$ cat config.mk
export PLATFORM = sky130hd
export DESIGN_NAME = block_counter4bit_down
export DESIGN_NICKNAME = d
export VERILOG_FILES = /design/src/rtl/block_counter4bit_down.sv
export SDC_FILE = /design/constraint.sdc
export NUM_CORES = 1
export LEC_CHECK = 0
export ABC_AREA = 1
export BUFFER_PORTS_ARGS = -buffer_cell sky130_fd_sc_hd__buf_2
export CORE_ASPECT_RATIO = 0.75
export CORE_MARGIN = 10
export CORE_UTILIZATION = 40
export CTS_BUF_LIST = sky130_fd_sc_hd__clkbuf_16
export CTS_CLUSTER_DIAMETER = 200
export DETAILED_ROUTE_END_ITERATION = 16
export GPL_ROUTABILITY_DRIVEN = 0
export GPL_TIMING_DRIVEN = 0
export PLACE_DENSITY_LB_ADDON = 0.05
export SETUP_SLACK_MARGIN = 0.15
export SKIP_CTS_REPAIR_TIMING = 1
export SKIP_LAST_GASP = 1
export SLEW_MARGIN = 5
export SYNTH_ARGS = -nofsm -noshare
export SYNTH_HDL_FRONTEND = slang
export SYNTH_SLANG_ARGS = --single-unit
$ cat constraint.sdc
create_clock -name clk_50M -period 3.4 [get_ports clk_50M]
set_input_delay 0.68 -clock clk_50M [delete_from_list [all_inputs] [get_ports clk_50M]]
set_output_delay 0.68 -clock clk_50M [all_outputs]
set_load 0.05 [all_outputs]
$ cat src/rtl/block_counter4bit_down.sv
// Prescaled down counter with parallel load and two end modes (wrap to max or halt at 0).
// All outputs are registered. The prescaler divides clk_50M down to one count tick per DIV cycles.
//
// state | meaning
// ------+---------------------------------------------------------------
// RUN   | prescaler advances while En=1; each tick decrements Output
// DONE  | halted at 0 (halt mode); prescaler parked at 0; waits for Load/Reset
module block_counter4bit_down #(
   parameter int WIDTH = 4,
   parameter int DIV   = 50_000_000
) (
   input  logic             clk_50M,
   input  logic             Reset,
   input  logic             En,
   input  logic             Load,
   input  logic [WIDTH-1:0] Load_val,
   input  logic             Wrap,
   output logic [WIDTH-1:0] Output,
   output logic             Tick,
   output logic             Borrow,
   output logic             Done
);

   localparam int PW = (DIV > 2) ? $clog2(DIV) : 1;
   localparam logic [PW-1:0]    PRESC_LAST = PW'(DIV - 1);
   localparam logic [WIDTH-1:0] CNT_MAX    = {WIDTH{1'b1}};

   typedef enum logic {
      RUN  = 1'b0,
      DONE = 1'b1
   } state_t;

   state_t           state_q, state_d;
   logic [PW-1:0]    presc_q, presc_d;
   logic [WIDTH-1:0] count_q, count_d;
   logic             tick_d, borrow_d, done_d;
   logic             tick_due;

   assign tick_due = (presc_q == PRESC_LAST);

   always_ff @(posedge clk_50M) begin
      if (!Reset) begin
         state_q <= RUN;
         presc_q <= '0;
         count_q <= CNT_MAX;
         Tick    <= 1'b0;
         Borrow  <= 1'b0;
         Done    <= 1'b0;
      end else begin
         state_q <= state_d;
         presc_q <= presc_d;
         count_q <= count_d;
         Tick    <= tick_d;
         Borrow  <= borrow_d;
         Done    <= done_d;
      end
   end

   always_comb begin
      state_d  = state_q;
      presc_d  = presc_q;
      count_d  = count_q;
      tick_d   = 1'b0;
      borrow_d = 1'b0;

      if (Load) begin
         // Load wins over a tick that falls due in the same cycle.
         count_d = Load_val;
         presc_d = '0;
         state_d = RUN;
      end else begin
         unique case (state_q)
            RUN: begin
               if (En) begin
                  if (tick_due) begin
                     presc_d = '0;
                     tick_d  = 1'b1;
                     if (count_q != '0) begin
                        count_d = count_q - WIDTH'(1);
                        if ((count_d == '0) && !Wrap) begin
                           state_d = DONE;
                        end
                     end else if (Wrap) begin
                        count_d  = CNT_MAX;
                        borrow_d = 1'b1;
                     end else begin
                        state_d = DONE;
                     end
                  end else begin
                     presc_d = presc_q + PW'(1);
                  end
               end
            end
            DONE: begin
               presc_d = '0;
               count_d = '0;
            end
            default: begin
               state_d = RUN;
            end
         endcase
      end

      done_d = (state_d == DONE);
   end

   assign Output = count_q;

endmodule
---- Word level (Yosys, flattened, before mapping) ----
Index checks and enable logic that the tools add are counted.
storage, ports and cells
  input bits .............................. 9
  logic and storage cells ................. 41
  bits in registers ....................... 33
operators by class
  bitwise gates (word level) .............. 4
  reduce and logical (&&, ||, !) cells .... 8
  equal/unequal tests ..................... 5
  $add $sub $neg .......................... 2
  multiplexer cells ....................... 17
operators with widths
  kind                                                                number
  26-bit two-way mux                                                  2
  26-bit one-hot mux with 2 select lines                              1
  26-bit by 1-bit adder with 26-bit output, second input constant     1
  26-bit equality test, second input constant                         1
  4-bit two-way mux                                                   5
  1-bit two-way mux                                                   8
  4-bit one-hot mux with 2 select lines                               1
  3-bit != test, second input constant                                2
  6-bit OR reduction                                                  1
  4-bit logical NOT                                                   1
  4-bit != test, second input constant                                1
  1-bit inverter                                                      4
  4-bit nonzero test                                                  1
  4-bit OR reduction                                                  1
  4-bit by 1-bit subtractor with 4-bit output, second input constant  1
  3-bit AND reduction                                                 1
  2-bit != test, second input constant                                1
  2-bit OR reduction                                                  1
  1-bit logical AND                                                   1
  1-bit logical NOT                                                   1

---- Logic depth before layout (Yosys ltp) ----
  depth in word-level cells ............... 8
  depth in mapped cells ................... 10
  depth with buffers taken out ............ 10

---- Worst setup path after synthesis ----
No wires, ideal clock.
  path type ............................... register to register
  start ................................... register count_q[0] (netlist: Output[0])
  end ..................................... register count_q[3] (netlist: Output[3])
  data required time ...................... 3.280 ns
  cell stages (with the launch flop) ...... 11
  slack ................................... 1.615 ns
  arrival time ............................ 1.665 ns
  period minus slack after synthesis ...... 1.785 ns
  buffers on the path ..................... 0
  cell sequence ........................... dfxtp_1 -> inv_1 -> ha_1 -> nand2_1 -> nor2_1 -> nand2_1 -> o21ai_1 -> nand2_1 -> nand2_2 -> nand2_1 -> nand3_1
between the ends
  cells in the longest elaborated chain, start to end .. 6
ends and longest elaborated chain
  what                                                                                      RTL line  text
  start: declaration                                                                        35        logic [WIDTH-1:0] count_q, count_d;
  start signal: assignment                                                                  52        count_q <= count_d;
  4-bit by 1-bit subtractor with 4-bit output / 4-bit nonzero test (equally long branches)  79, 78
  4-bit two-way mux                                                                         78        if (count_q != '0) begin
  4-bit two-way mux                                                                         75        if (tick_due) begin
  4-bit two-way mux                                                                         74        if (En) begin
  4-bit one-hot mux with 2 select lines                                                     72        unique case (state_q)
  4-bit two-way mux                                                                         66        if (Load) begin
Several ways; a longest one is shown, not always the timed one. The select of a mux whose other input is x is not followed.
A chain may end at the register's enable or synchronous reset.

---- Final worst setup path ----
  start ................................... register presc_q[1]
  end ..................................... register presc_q[20]
between the ends
  cells in the longest elaborated chain, start to end .. 4
ends and longest elaborated chain
  what                                                                                     RTL line  text
  start: declaration                                                                       34        logic [PW-1:0] presc_q, presc_d;
  start signal: assignment                                                                 51        presc_q <= presc_d;
  26-bit by 1-bit adder with 26-bit output / 26-bit equality test (equally long branches)  90, 39
  26-bit two-way mux *                                                                     75
  26-bit two-way mux *                                                                     74
  26-bit one-hot mux with 2 select lines *                                                 72
Every way passes the cells marked *; elsewhere a longest branch is shown, timed or not. The select of a mux whose other input is x is not followed.

==> flow_metrics.env <==
export IMPL_rr_endpoint="presc_q[20]"
export IMPL_p_leak_nw=0.9077
export IMPL_wl_per_cell_um=12.65
export IMPL_power_density_mw_per_mm2=380.8
export IMPL_n_fill_cell=522
export IMPL_status="finished clean"
export IMPL_grt_use_total_pct=13.28
export IMPL_via_per_inst=4.873
export IMPL_areaGrowthSynthToFinish_pct=13.85
export IMPL_setup_worst_path_start="presc_q[1]"
export IMPL_yosys_area_top_type="dfxtp_1"
export IMPL_path_class="reg2reg"
export IMPL_overflow=0
export IMPL_ir_worst_vdd_mv=0.2258
export IMPL_drc=0
export IMPL_cap_violations=0
export IMPL_fin_crit_ns=1.758
export IMPL_post_synth_cell_area_avg_sq_um=6.401
export IMPL_met1_usage_pct=18.54
export IMPL_hold_violations=0
export IMPL_finClkSkew_ns=0.002449
export IMPL_relSlewSlack_pct=69.67
export IMPL_setup_viol=0
export IMPL_dpl_hpwl_um=4029
export IMPL_rrSetupSlack_ns=1.64
export IMPL_fin_total_pwr_mw=0.8853
export IMPL_arrival_ns=1.92
export IMPL_htreeDepth=2
export IMPL_globalRouteMet3Util_pct=3.020
export IMPL_drive_gt1_share_pct=15.25
export IMPL_synth_top_area_share_pct=32.35
export IMPL_crit_path_start_kind="register"
export IMPL_busiest_layer="met2"
export IMPL_cts_buffers=5
export IMPL_fp_dieH_um=81.88
export IMPL_syn_cell_area_sq_mm=0.002042
export IMPL_gr_usage_met2_pct=19.71
export IMPL_clk_insertion_delay_late_ns=0.27
export IMPL_grt_pass1_vias=1791
export IMPL_core_area_sq_mm=0.004927
export IMPL_fmax_mhz=568.8
export IMPL_synth_top_cells_by_count="nand2_1, nor2_1, inv_1, dfxtp_1, nand3_1"
export IMPL_synthFlopType="dfxtp_1"
export IMPL_grt_setup_unrepaired="false"
export IMPL_antenna_found_initial=0
export IMPL_syn_num_nets=331
export IMPL_clkSlewWorstSetupHoldPaths_ns=0.05
export IMPL_holdPathEnd="Output[1]"
export IMPL_synthTopCellsByArea="dfxtp_1, nand2_1, nor2_1"
export IMPL_ant_nets=0
export IMPL_totalWireLength_um=5074
export IMPL_cts_tree="built"
export IMPL_timing_rr_start="presc_q[1]"
export IMPL_grt_pass1_wl_um=8728
export IMPL_finalSetupTns_ns=0
export IMPL_holdPathStages=2
export IMPL_fp_dieW_um=102.5
export IMPL_min_from="Output[1]"
export IMPL_dr_pass1_iters=4
export IMPL_synth_edf_count=0
export IMPL_port_buffers=15
export IMPL_hp_class="reg2reg"
export IMPL_maxSlewViolCount=0
export IMPL_core_rowCount=22
export IMPL_async_flop_share_pct=0
export IMPL_grt_max_degree=11
export IMPL_synth_cells=319
export IMPL_ys_ff_latch=33
export IMPL_min_period_over_period_pct=51.71
export IMPL_critical_path_max_fanout=6
export IMPL_critPathCaptureType="register"
export IMPL_diodes=0
export IMPL_critPathRequiredTime_ns=3.56
export IMPL_worst_r2r_cell_count=8
export IMPL_ys_warn_count=0
export IMPL_synth_most_common_cell="nand2_1"
export IMPL_worst_pin_slew_ns=0.4549
export IMPL_dieArea_sq_mm=0.008392
export IMPL_cts_root_buf="clkbuf_16"
export IMPL_start_util_pct=41.44
export IMPL_synth_distinct_cells=30
export IMPL_seq_area_frac_synth_pct=32.35
export IMPL_dr_total_vias=1954
export IMPL_fin_nets=353
export IMPL_drtIter0Drc=112
export IMPL_cts_buffer_depth=2
export IMPL_ios=16
export IMPL_clock_sinks=33
-- area by class of cell --
cell class,count,area [sq um],share of cell area (%)
repair buffers,15,75.07,3.229
plain buffers,4,36.28,1.561
flip-flops and latches,33,660.6,28.42
clock inverters,2,7.507,0.3229
well taps,60,75.07,3.229
inverters,43,161.4,6.943
clock buffers,5,125.1,5.382
multi-input cells,239,1184,50.92
-- cell usage in the layout (no fill, tap or decap), drive strengths merged --
cell	n
a31o	1
clkinv	1
clkbuf	6
ha	3
o21bai	1
nor2	53
nand4	7
and3	1
nor3	13
nand3b	1
nand3	30
and2	1
o21ai	14
dfxtp	33
xnor2	3
a221oi	1
inv	44
a21oi	20
nand2	90
buf	18
-- critical path, stage by stage (launching register included) --
cell,delay (ns)
dfxtp_1,0.36
ha_1,0.23
nand3_1,0.11
nor2_1,0.24
and2_1,0.17
buf_4,0.14
nand4_1,0.12
o21ai_0,0.19
a21oi_1,0.08
-- cells by family after synthesis --
| kind of cell | after synthesis | share of synthesized area [%] |
|---|---|---|
| and+or+nand+nor | 196 | 45.28 |
| xor gates and xnor gates | 3 | 1.287 |
| DFF | 33 | 32.35 |
| AOI/OAI and AO/OA | 37 | 9.559 |
| adders and majority gates | 3 | 1.838 |
| buffers and inverters | 47 | 9.681 |
-- through the flow --
step	util, %	std cells	cell area (sq um)	worst slack [ns]	hold WS (ns)
after floorplan	-	319	2042	1.615	0.4604
after global placement	44.49	394	2192	1.387	0.4780
after detailed placement	44.49	394	2192	1.383	0.4794
after CTS	47.18	401	2325	1.655	0.4930
after global routing	47.18	401	2325	1.470	0.5166
final	47.18	401	2325	1.642	0.4878
-- registers in the layout (all words and copies together), names as in the netlist --
register	cells
Tick	1
Output	4
state_q	1
presc_q	26
Borrow	1
-- worst max-delay path by stage --
stage,to,slack [ns]
after CTS,presc_q[20],1.66
after global routing,presc_q[20],1.47
final,presc_q[20],1.64
after floorplan,Output[3],1.61
after global placement,presc_q[6],1.39
after detailed placement,presc_q[6],1.38
-- metal layers --
layer | up-vias | routed length (um)
met5 | - | 0
met4 | 0 | 46
met3 | 5 | 208
met2 | 29 | 2125
met1 | 851 | 2694
li1 | 1069 | -
-- power by group --
| part | total, mW | switching (mW) | internal, mW |
|---|---|---|---|
| clock network | 0.414 | 0.153 | 0.261 |
| registers | 0.397 | 0.00459 | 0.392 |
| logic | 0.0745 | 0.0527 | 0.0217 |
| total | 0.885 | 0.210 | 0.675 |
(Power assumes the default switching activity.)
